## config.mk

```make
export PLATFORM = sky130hd
export DESIGN_NAME = hex_digit_scanner
export DESIGN_NICKNAME = d
export VERILOG_FILES = /design/src/rtl/hex_digit_scanner.sv
export SDC_FILE = /design/constraint.sdc
export NUM_CORES = 1
export LEC_CHECK = 0
export CAP_MARGIN = 20
export CORE_ASPECT_RATIO = 2
export CORE_MARGIN = 2
export CORE_UTILIZATION = 59
export DETAILED_ROUTE_END_ITERATION = 10
export HOLD_SLACK_MARGIN = 0.03
export PLACE_DENSITY = 0.87
export SLEW_MARGIN = 30
export SYNTH_ARGS = -nofsm -noshare
export SYNTH_HDL_FRONTEND = slang
export SYNTH_SLANG_ARGS = --single-unit
```

## constraint.sdc

```tcl
create_clock -name clk -period 4.03 [get_ports clk]
set_input_delay 1.209 -clock clk [delete_from_list [all_inputs] [get_ports clk]]
set_output_delay 1.209 -clock clk [all_outputs]
set_load 0.03 [all_outputs]
```

## src/rtl/hex_digit_scanner.sv

```systemverilog
// hex_digit_scanner
//   Scan stage in front of a single shared 4-bit -> 7-segment decoder.
//   Holds a DIGITS-nibble display value and a per-digit blank mask,
//   time-multiplexes one nibble per scan slot onto num, and drives an
//   active-low one-hot digit select plus a blank flag. CPU writes land in a
//   shadow buffer and are committed only when the scan wraps back to digit 0,
//   so a displayed frame never mixes old and new values.
//
//   Optional feature macro: LEADING_ZERO_BLANK_EN
//     defined   : digits above 0 whose nibble and all higher nibbles are zero
//                 are blanked in addition to the blank mask.
//     undefined : blank comes from the mask only.
//
// Ports
//   clk       in   1         clock, all state on the rising edge
//   reset     in   1         synchronous active-high reset
//   wr_valid  in   1         write request
//   wr_ready  out  1         high while no write is pending
//   wr_data   in   4*DIGITS  nibble i = value for digit i
//   wr_blank  in   DIGITS    bit i forces digit i blank
//   num       out  4         nibble for the decoder (registered)
//   digit_en  out  DIGITS    active-low one-hot digit select (registered)
//   blank     out  1         current digit dark (registered)
module hex_digit_scanner #(
  parameter int DIGITS   = 8,
  parameter int PRESCALE = 50000
) (
  input  logic                clk,
  input  logic                reset,
  input  logic                wr_valid,
  output logic                wr_ready,
  input  logic [4*DIGITS-1:0] wr_data,
  input  logic [DIGITS-1:0]   wr_blank,
  output logic [3:0]          num,
  output logic [DIGITS-1:0]   digit_en,
  output logic                blank
);

  localparam int IDX_W = (DIGITS > 1) ? $clog2(DIGITS) : 1;
  localparam int PRE_W = $clog2(PRESCALE);
  localparam logic [PRE_W-1:0] PRE_LAST = PRE_W'(PRESCALE - 1);
  localparam logic [IDX_W-1:0] IDX_LAST = IDX_W'(DIGITS - 1);

  logic [PRE_W-1:0]    presc_reg;
  logic [IDX_W-1:0]    idx_reg;
  logic [4*DIGITS-1:0] shadow_value_reg;
  logic [DIGITS-1:0]   shadow_mask_reg;
  logic [4*DIGITS-1:0] active_value_reg;
  logic [DIGITS-1:0]   active_mask_reg;
  logic                pending_reg;
  logic [3:0]          num_reg;
  logic [DIGITS-1:0]   digit_en_reg;
  logic                blank_reg;

  logic                tick;
  logic [IDX_W-1:0]    idx_next;
  logic                commit;
  logic [4*DIGITS-1:0] show_value;
  logic [DIGITS-1:0]   show_mask;
  logic [3:0]          nib [DIGITS];
  logic [DIGITS-1:0]   onehot;
  logic [DIGITS-1:0]   lz;
  logic                blank_next;

  assign tick     = (presc_reg == PRE_LAST);
  assign idx_next = (idx_reg == IDX_LAST) ? '0 : idx_reg + 1'b1;
  // A commit happens on the tick that brings the scan back to digit 0.
  assign commit   = tick && (idx_next == '0) && pending_reg;

  // Digit 0 on a commit edge must already show the freshly committed value.
  assign show_value = commit ? shadow_value_reg : active_value_reg;
  assign show_mask  = commit ? shadow_mask_reg  : active_mask_reg;

  genvar gi;
  generate
    for (gi = 0; gi < DIGITS; gi++) begin : g_digit
      assign nib[gi]    = show_value[4*gi +: 4];
      assign onehot[gi] = (idx_next == IDX_W'(gi));
`ifdef LEADING_ZERO_BLANK_EN
      if (gi == 0) begin : g_lz0
        assign lz[gi] = 1'b0;
      end else begin : g_lzn
        assign lz[gi] = ~|show_value[4*DIGITS-1:4*gi];
      end
`else
      assign lz[gi] = 1'b0;
`endif
    end
  endgenerate

  assign blank_next = show_mask[idx_next] | lz[idx_next];

  always_ff @(posedge clk) begin
    if (reset) begin
      presc_reg        <= '0;
      idx_reg          <= '0;
      shadow_value_reg <= '0;
      shadow_mask_reg  <= '0;
      active_value_reg <= '0;
      active_mask_reg  <= '0;
      pending_reg      <= 1'b0;
      num_reg          <= 4'h0;
      digit_en_reg     <= '1;
      blank_reg        <= 1'b1;
    end else begin
      presc_reg <= tick ? '0 : presc_reg + 1'b1;
      if (tick) begin
        idx_reg      <= idx_next;
        num_reg      <= nib[idx_next];
        digit_en_reg <= ~onehot;
        blank_reg    <= blank_next;
      end
      // Accept requires pending=0 and commit requires pending=1,
      // so the two branches are mutually exclusive.
      if (commit) begin
        active_value_reg <= shadow_value_reg;
        active_mask_reg  <= shadow_mask_reg;
        pending_reg      <= 1'b0;
      end else if (wr_valid && !pending_reg) begin
        shadow_value_reg <= wr_data;
        shadow_mask_reg  <= wr_blank;
        pending_reg      <= 1'b1;
      end
    end
  end

  assign wr_ready = ~pending_reg;
  assign num      = num_reg;
  assign digit_en = digit_en_reg;
  assign blank    = blank_reg;

endmodule

```

# == Word level (Yosys, flattened, before mapping) ==
# Memories as Yosys holds them, arrays and structs flattened.
# Cells that the tools add are included.
# op_classes
addsub,2
order_cmp,2
n_eq_ne,9
n_mux,9
n_bitwise,5
n_reduce_logical,8
# ops
operator,count
32-bit two-way mux,1
16-bit by 1-bit adder with 16-bit output (second input constant),1
16-bit equality test (second input constant),1
3-bit equality test (second input constant),5
4-bit binary-select mux with 3-bit select,1
4-bit two-way mux,2
8-bit two-way mux,1
8-bit NOT,1
3-bit by 2-bit equality test with 1-bit output (second input constant),2
4-bit greater-or-equal comparator (second input constant),1
3-bit by 4-bit < comparator with 1-bit output (second input constant),1
3-bit NOT with 4-bit output,1
2-bit OR reduction,2
3-bit by 1-bit adder with 3-bit output (second input constant),1
1-bit binary-select mux with 3-bit select,1
3-bit by 1-bit equality test with 1-bit output (second input constant),1
1-bit logical AND,3
3-bit logical NOT,1
3-bit two-way mux,1
1-bit two-way mux,2
1-bit NOT,2
2-bit AND reduction,1
1-bit logical NOT,1
1-bit bitwise OR,1
# totals
regBits,113
rom_bits,8
input_bits,43
out_inout_bits,14
memories,1
# mem_list
name,depth,word_bits,rd,rd_ports_with_merged_regs,write_ports,line_no,rtl
(no name shown),8,1,1,0,0,91,assign blank_next = show_mask[idx_next] | lz[idx_next];

# == Longest topological paths before layout ==
# logic_depth
word_depth,9
mapped_depth,11
ltp_nobuf,7

# == Least setup slack after synthesis ==
# No wires, ideal clock.
# synth_path
kind,reg2reg
from,register presc_reg[0]
to,"register num_reg[1], in the netlist num[1]"
arrival_time_ns,1.882
required_time_ns,3.897
setup_slack_ns,2.016
path_stages_with_launch,11
path_buffers,3
period_less_slack_ns,2.014
path_cell_list,dfxtp_1 -> ha_1 -> and3_1 -> and4_1 -> buf_6 -> nand4_4 -> buf_12 -> buf_12 -> mux2i_1 -> a211oi_1 -> o221ai_1
# synth_via
elab_chain_cells,7
# synth_lines
element,line_no,rtl
start: declaration,44,logic [PRE_W-1:0] presc_reg;
start signal: assignment,106,presc_reg <= tick ? '0 : presc_reg + 1'b1;
16-bit equality test *,65,assign tick = (presc_reg == PRE_LAST);
1-bit logical AND (2 in a row),68,assign commit = tick && (idx_next == '0) && pending_reg;
32-bit two-way mux,--,
4-bit binary-select mux with 3-bit select,109,num_reg <= nib[idx_next];
4-bit two-way mux (not written as such) (2 in a row),109,
end signal: assignment,109,
end: declaration,51,logic [3:0] num_reg;
# Every way passes the cells marked *; elsewhere a longest branch is shown, timed or not. The select of a mux whose other input is x is not followed.
# A chain may end at the register's enable or synchronous reset.

# == Worst setup path in the final report ==
# layout_path
from,register idx_reg[0]
to,"register num_reg[0], in the netlist num[0]"
# layout_via
elab_chain_cells,9
elab_cells_between_ends,11
cone_classes,add/sub (1); eq/ne (1); mux (5); bitwise (1); reduce/logical (3)
# layout_lines
element,line_no,rtl
start: declaration,45,logic [IDX_W-1:0] idx_reg;
start signal: assignment,108,idx_reg <= idx_next;
3-bit by 1-bit adder with 3-bit output / 3-bit equality test (equally long branches),66,assign idx_next = (idx_reg == IDX_LAST) ? '0 : idx_reg + 1'b1;
3-bit two-way mux *,66,
3-bit logical NOT,68,
1-bit logical AND (2 in a row),68,
32-bit two-way mux,--,
4-bit binary-select mux with 3-bit select *,109,
4-bit two-way mux (not written as such) * (2 in a row),109,
# Marks and branches as above.

==> flow_metrics.tcl <==
set metrics [dict create \
    status "finished, final reports clean" \
    wl_per_cell_um 15.8 \
    maxCapViolCount 0 \
    ff2ff_path_depth 7 \
    synth_xor_area_frac 0.0270 \
    cts_resized 0 \
    ys_seq_area_frac 0.497 \
    fill_cells 531 \
    ant_nets 0 \
    clkTransAtPathRegs_ps 50 \
    start_kind "flop" \
    timing.slew.headroom 0.474 \
    yosys_warnings 0 \
    tightestPinTransition_ps 789 \
    synth_compound_area_frac 0.0998 \
    cp_cell_sequence "ha_1 -> ha_1 -> a21o_1 -> nand4_4 -> mux2i_1 -> a211oi_1 -> o221ai_1" \
    syn_area_mm2 0.00455 \
    antenna_found_initial 0 \
    final_nets 612 \
    yosys.area.top_type "dfxtp_1" \
    firstDrtPassIters 4 \
    ys_top_cells_by_area "dfxtp_1, mux2i_1, nand2_1" \
    cts_tree "yes" \
    ys.flop_type "dfxtp_1" \
    total_power_mw 2.78 \
    timing.fmax_ghz 0.345 \
    cts.sinks 113 \
    ys_types 39 \
    r2r_end "num[0]" \
    drt_iter0_drc 191 \
    ys_ff_latch 113 \
    worst_path_max_delay_cell "nand4_4" \
    worst_path_largest_cell_delay_ps 620 \
    grt_max_degree 44 \
    final_cell_area_mm2 0.00569 \
    cts-root-buf "clkbuf_16" \
    cp-end-kind "flop" \
    drc_errors 0 \
    rr_startpoint "idx_reg[0]" \
    synth_top_area_frac 0.497 \
    path_buf_inv 0 \
    place_hpwl_mm 6.98 \
    routed_wl_mm 10.6 \
    avgSynthCellArea_um2 8.83 \
    fin_skew_ps 6.48 \
    dieWidth_um 66.1 \
    synth.area.mux_share 0.103 \
    hold_start "shadow_value_reg[29]" \
    multi_input_area_mm2 0.00207 \
    startpoint "idx_reg[0]" \
    seq_area_mm2 0.00226 \
    power.density_mw_per_mm2 489 \
    clockBufferDepth 2 \
    dr_total_vias 3799 \
    setup_viol 0 \
    area_growth_pct 25.1 \
    drive_above_1_share 0.0712 \
    die_h_um 128 \
    via_per_inst 5.67 \
    synthArstFlopShare 0 \
    cp-endpoint "num[0]" \
    critPathKind "reg2reg" \
    p_leak_nw 2.47 \
    port_buffers 56 \
    worst_skew_pair.late_latency_ps 410 \
    core.rowCount 45 \
    post-route-min-period_ps 2900 \
    grt_pass1_wl_mm 17.7 \
    cts_buffers 17 \
    ir_drop_v 0.000632 \
    grt.overflow.total 0 \
    grt_use_total 0.277 \
    finalMaxSlewViolations 0 \
    cp_common_cell "ha_1" \
    start_util 0.603 \
    antenna_cells 0 \
    syn_inst 515 \
    setup_tns_ps 0 \
    critPathTopFamily "compound AO/OA/AOI/OAI gates" \
    yosysMostFrequentCell "dfxtp_1" \
    place_area_mm2 0.00510 \
    dieArea_mm2 0.00847 \
    gp_congestion 0.795 \
    r2r_setup_slack_ps 1130 \
    grt_pass1_vias 3849 \
    fin_util 0.754 \
    cp.arrival_ps 3180 \
    cts_hold_buf 0 \
    synthAdderAreaFrac 0.00825 \
    fin_crit_sh 0.720 \
    ios 57 \
    critPathMaxFanout 31 \
    synth_edf_count 0 \
    coreArea_mm2 0.00754 \
    h-tree-depth 4 \
    crit_required_ps 4310 \
    worst-path-stages 7 \
    rsz0062_at_grt "no" \
    hp-class "reg2reg" \
    finalHoldViolations 0 \
    synth_nets 561 \
    synth-simple-area-share 0.216 \
    postCtsSetupBuffers 0 \
    synth_top_family_by_area "simple AND/OR/NAND/NOR gates" \
    synth_common_cells "dfxtp_1, nand2_1, nor2_1" \
]
[per-stage QoR]
step / setup WS (ps) / hold slack (ps) / std cells
final: 1130 / 454 / 670
after global routing: 945 / 471 / 670
after CTS: 1200 / 455 / 670
after detailed placement: 1140 / 448 / 641
after global placement: 1210 / 439 / 641
after floorplan: 2020 / 430 / 515
[kinds of logic (layout without fill, tap and decap cells)]
family	Yosys count	count (layout)
and+or+nand+nor	221	221
DFF	113	113
AOI/OAI and AO/OA	76	76
muxes	47	47
buffers and inverters	41	102
xor gates and xnor gates	14	14
adders and majority gates	3	3
[per-layer routing]
metal,global-route usage,vias to the layer above,part of all wire
met5,0,-,0
met4,0.179,0,0.041
met3,0.0650,39,0.047
met2,0.487,137,0.55
met1,0.281,1794,0.37
li1,-,1829,-
[placed cells by master, fill, tap and decap left out, drive strengths merged, types with 5 or more instances in the layout]
| master | instances |
|---|---|
| and2 | 9 |
| xnor2 | 6 |
| inv | 9 |
| and3 | 11 |
| clkdlybuf4s50 | 55 |
| dfxtp | 113 |
| buf | 9 |
| nand2 | 97 |
| nor2 | 75 |
| a22oi | 7 |
| a21oi | 51 |
| nand3 | 7 |
| nor3 | 5 |
| clkbuf | 23 |
| xor2 | 8 |
| mux2i | 47 |
[layout make-up]
cell class	count	area share
flip-flops and latches	113	0.398
multi-input cells	361	0.363
repair buffers	64	0.108
clock buffers	23	0.0858
well taps	94	0.0207
clock inverters	6	0.0185
inverters	9	0.00594
[worst reg2reg max path, stage by stage, from the launching register on]
cell	delay [ps]
dfxtp_1	430
ha_1	190
ha_1	240
a21o_1	480
nand4_4	620
mux2i_1	300
a211oi_1	350
o221ai_1	150
[power by group]
group	leakage (nW)	total (mW)	internal (mW)	switching [mW]
Clock	0.295	1.50	1.02	0.477
Combinational	1.26	0.121	0.0595	0.0612
Sequential	0.917	1.16	1.15	0.0174
Total	2.47	2.78	2.23	0.556
[how the worst min path moves through the flow]
stage	to	slack, ps	cells after the start
finish	shadow_value_reg[29]	450	2
global route	shadow_value_reg[29]	470	2
CTS	shadow_value_reg[8]	460	2
detailed placement	shadow_mask_reg[1]	450	2
global placement	presc_reg[0]	440	1
floorplan	presc_reg[0]	430	1
No activity file was read; power rests on OpenSTA's default activity.
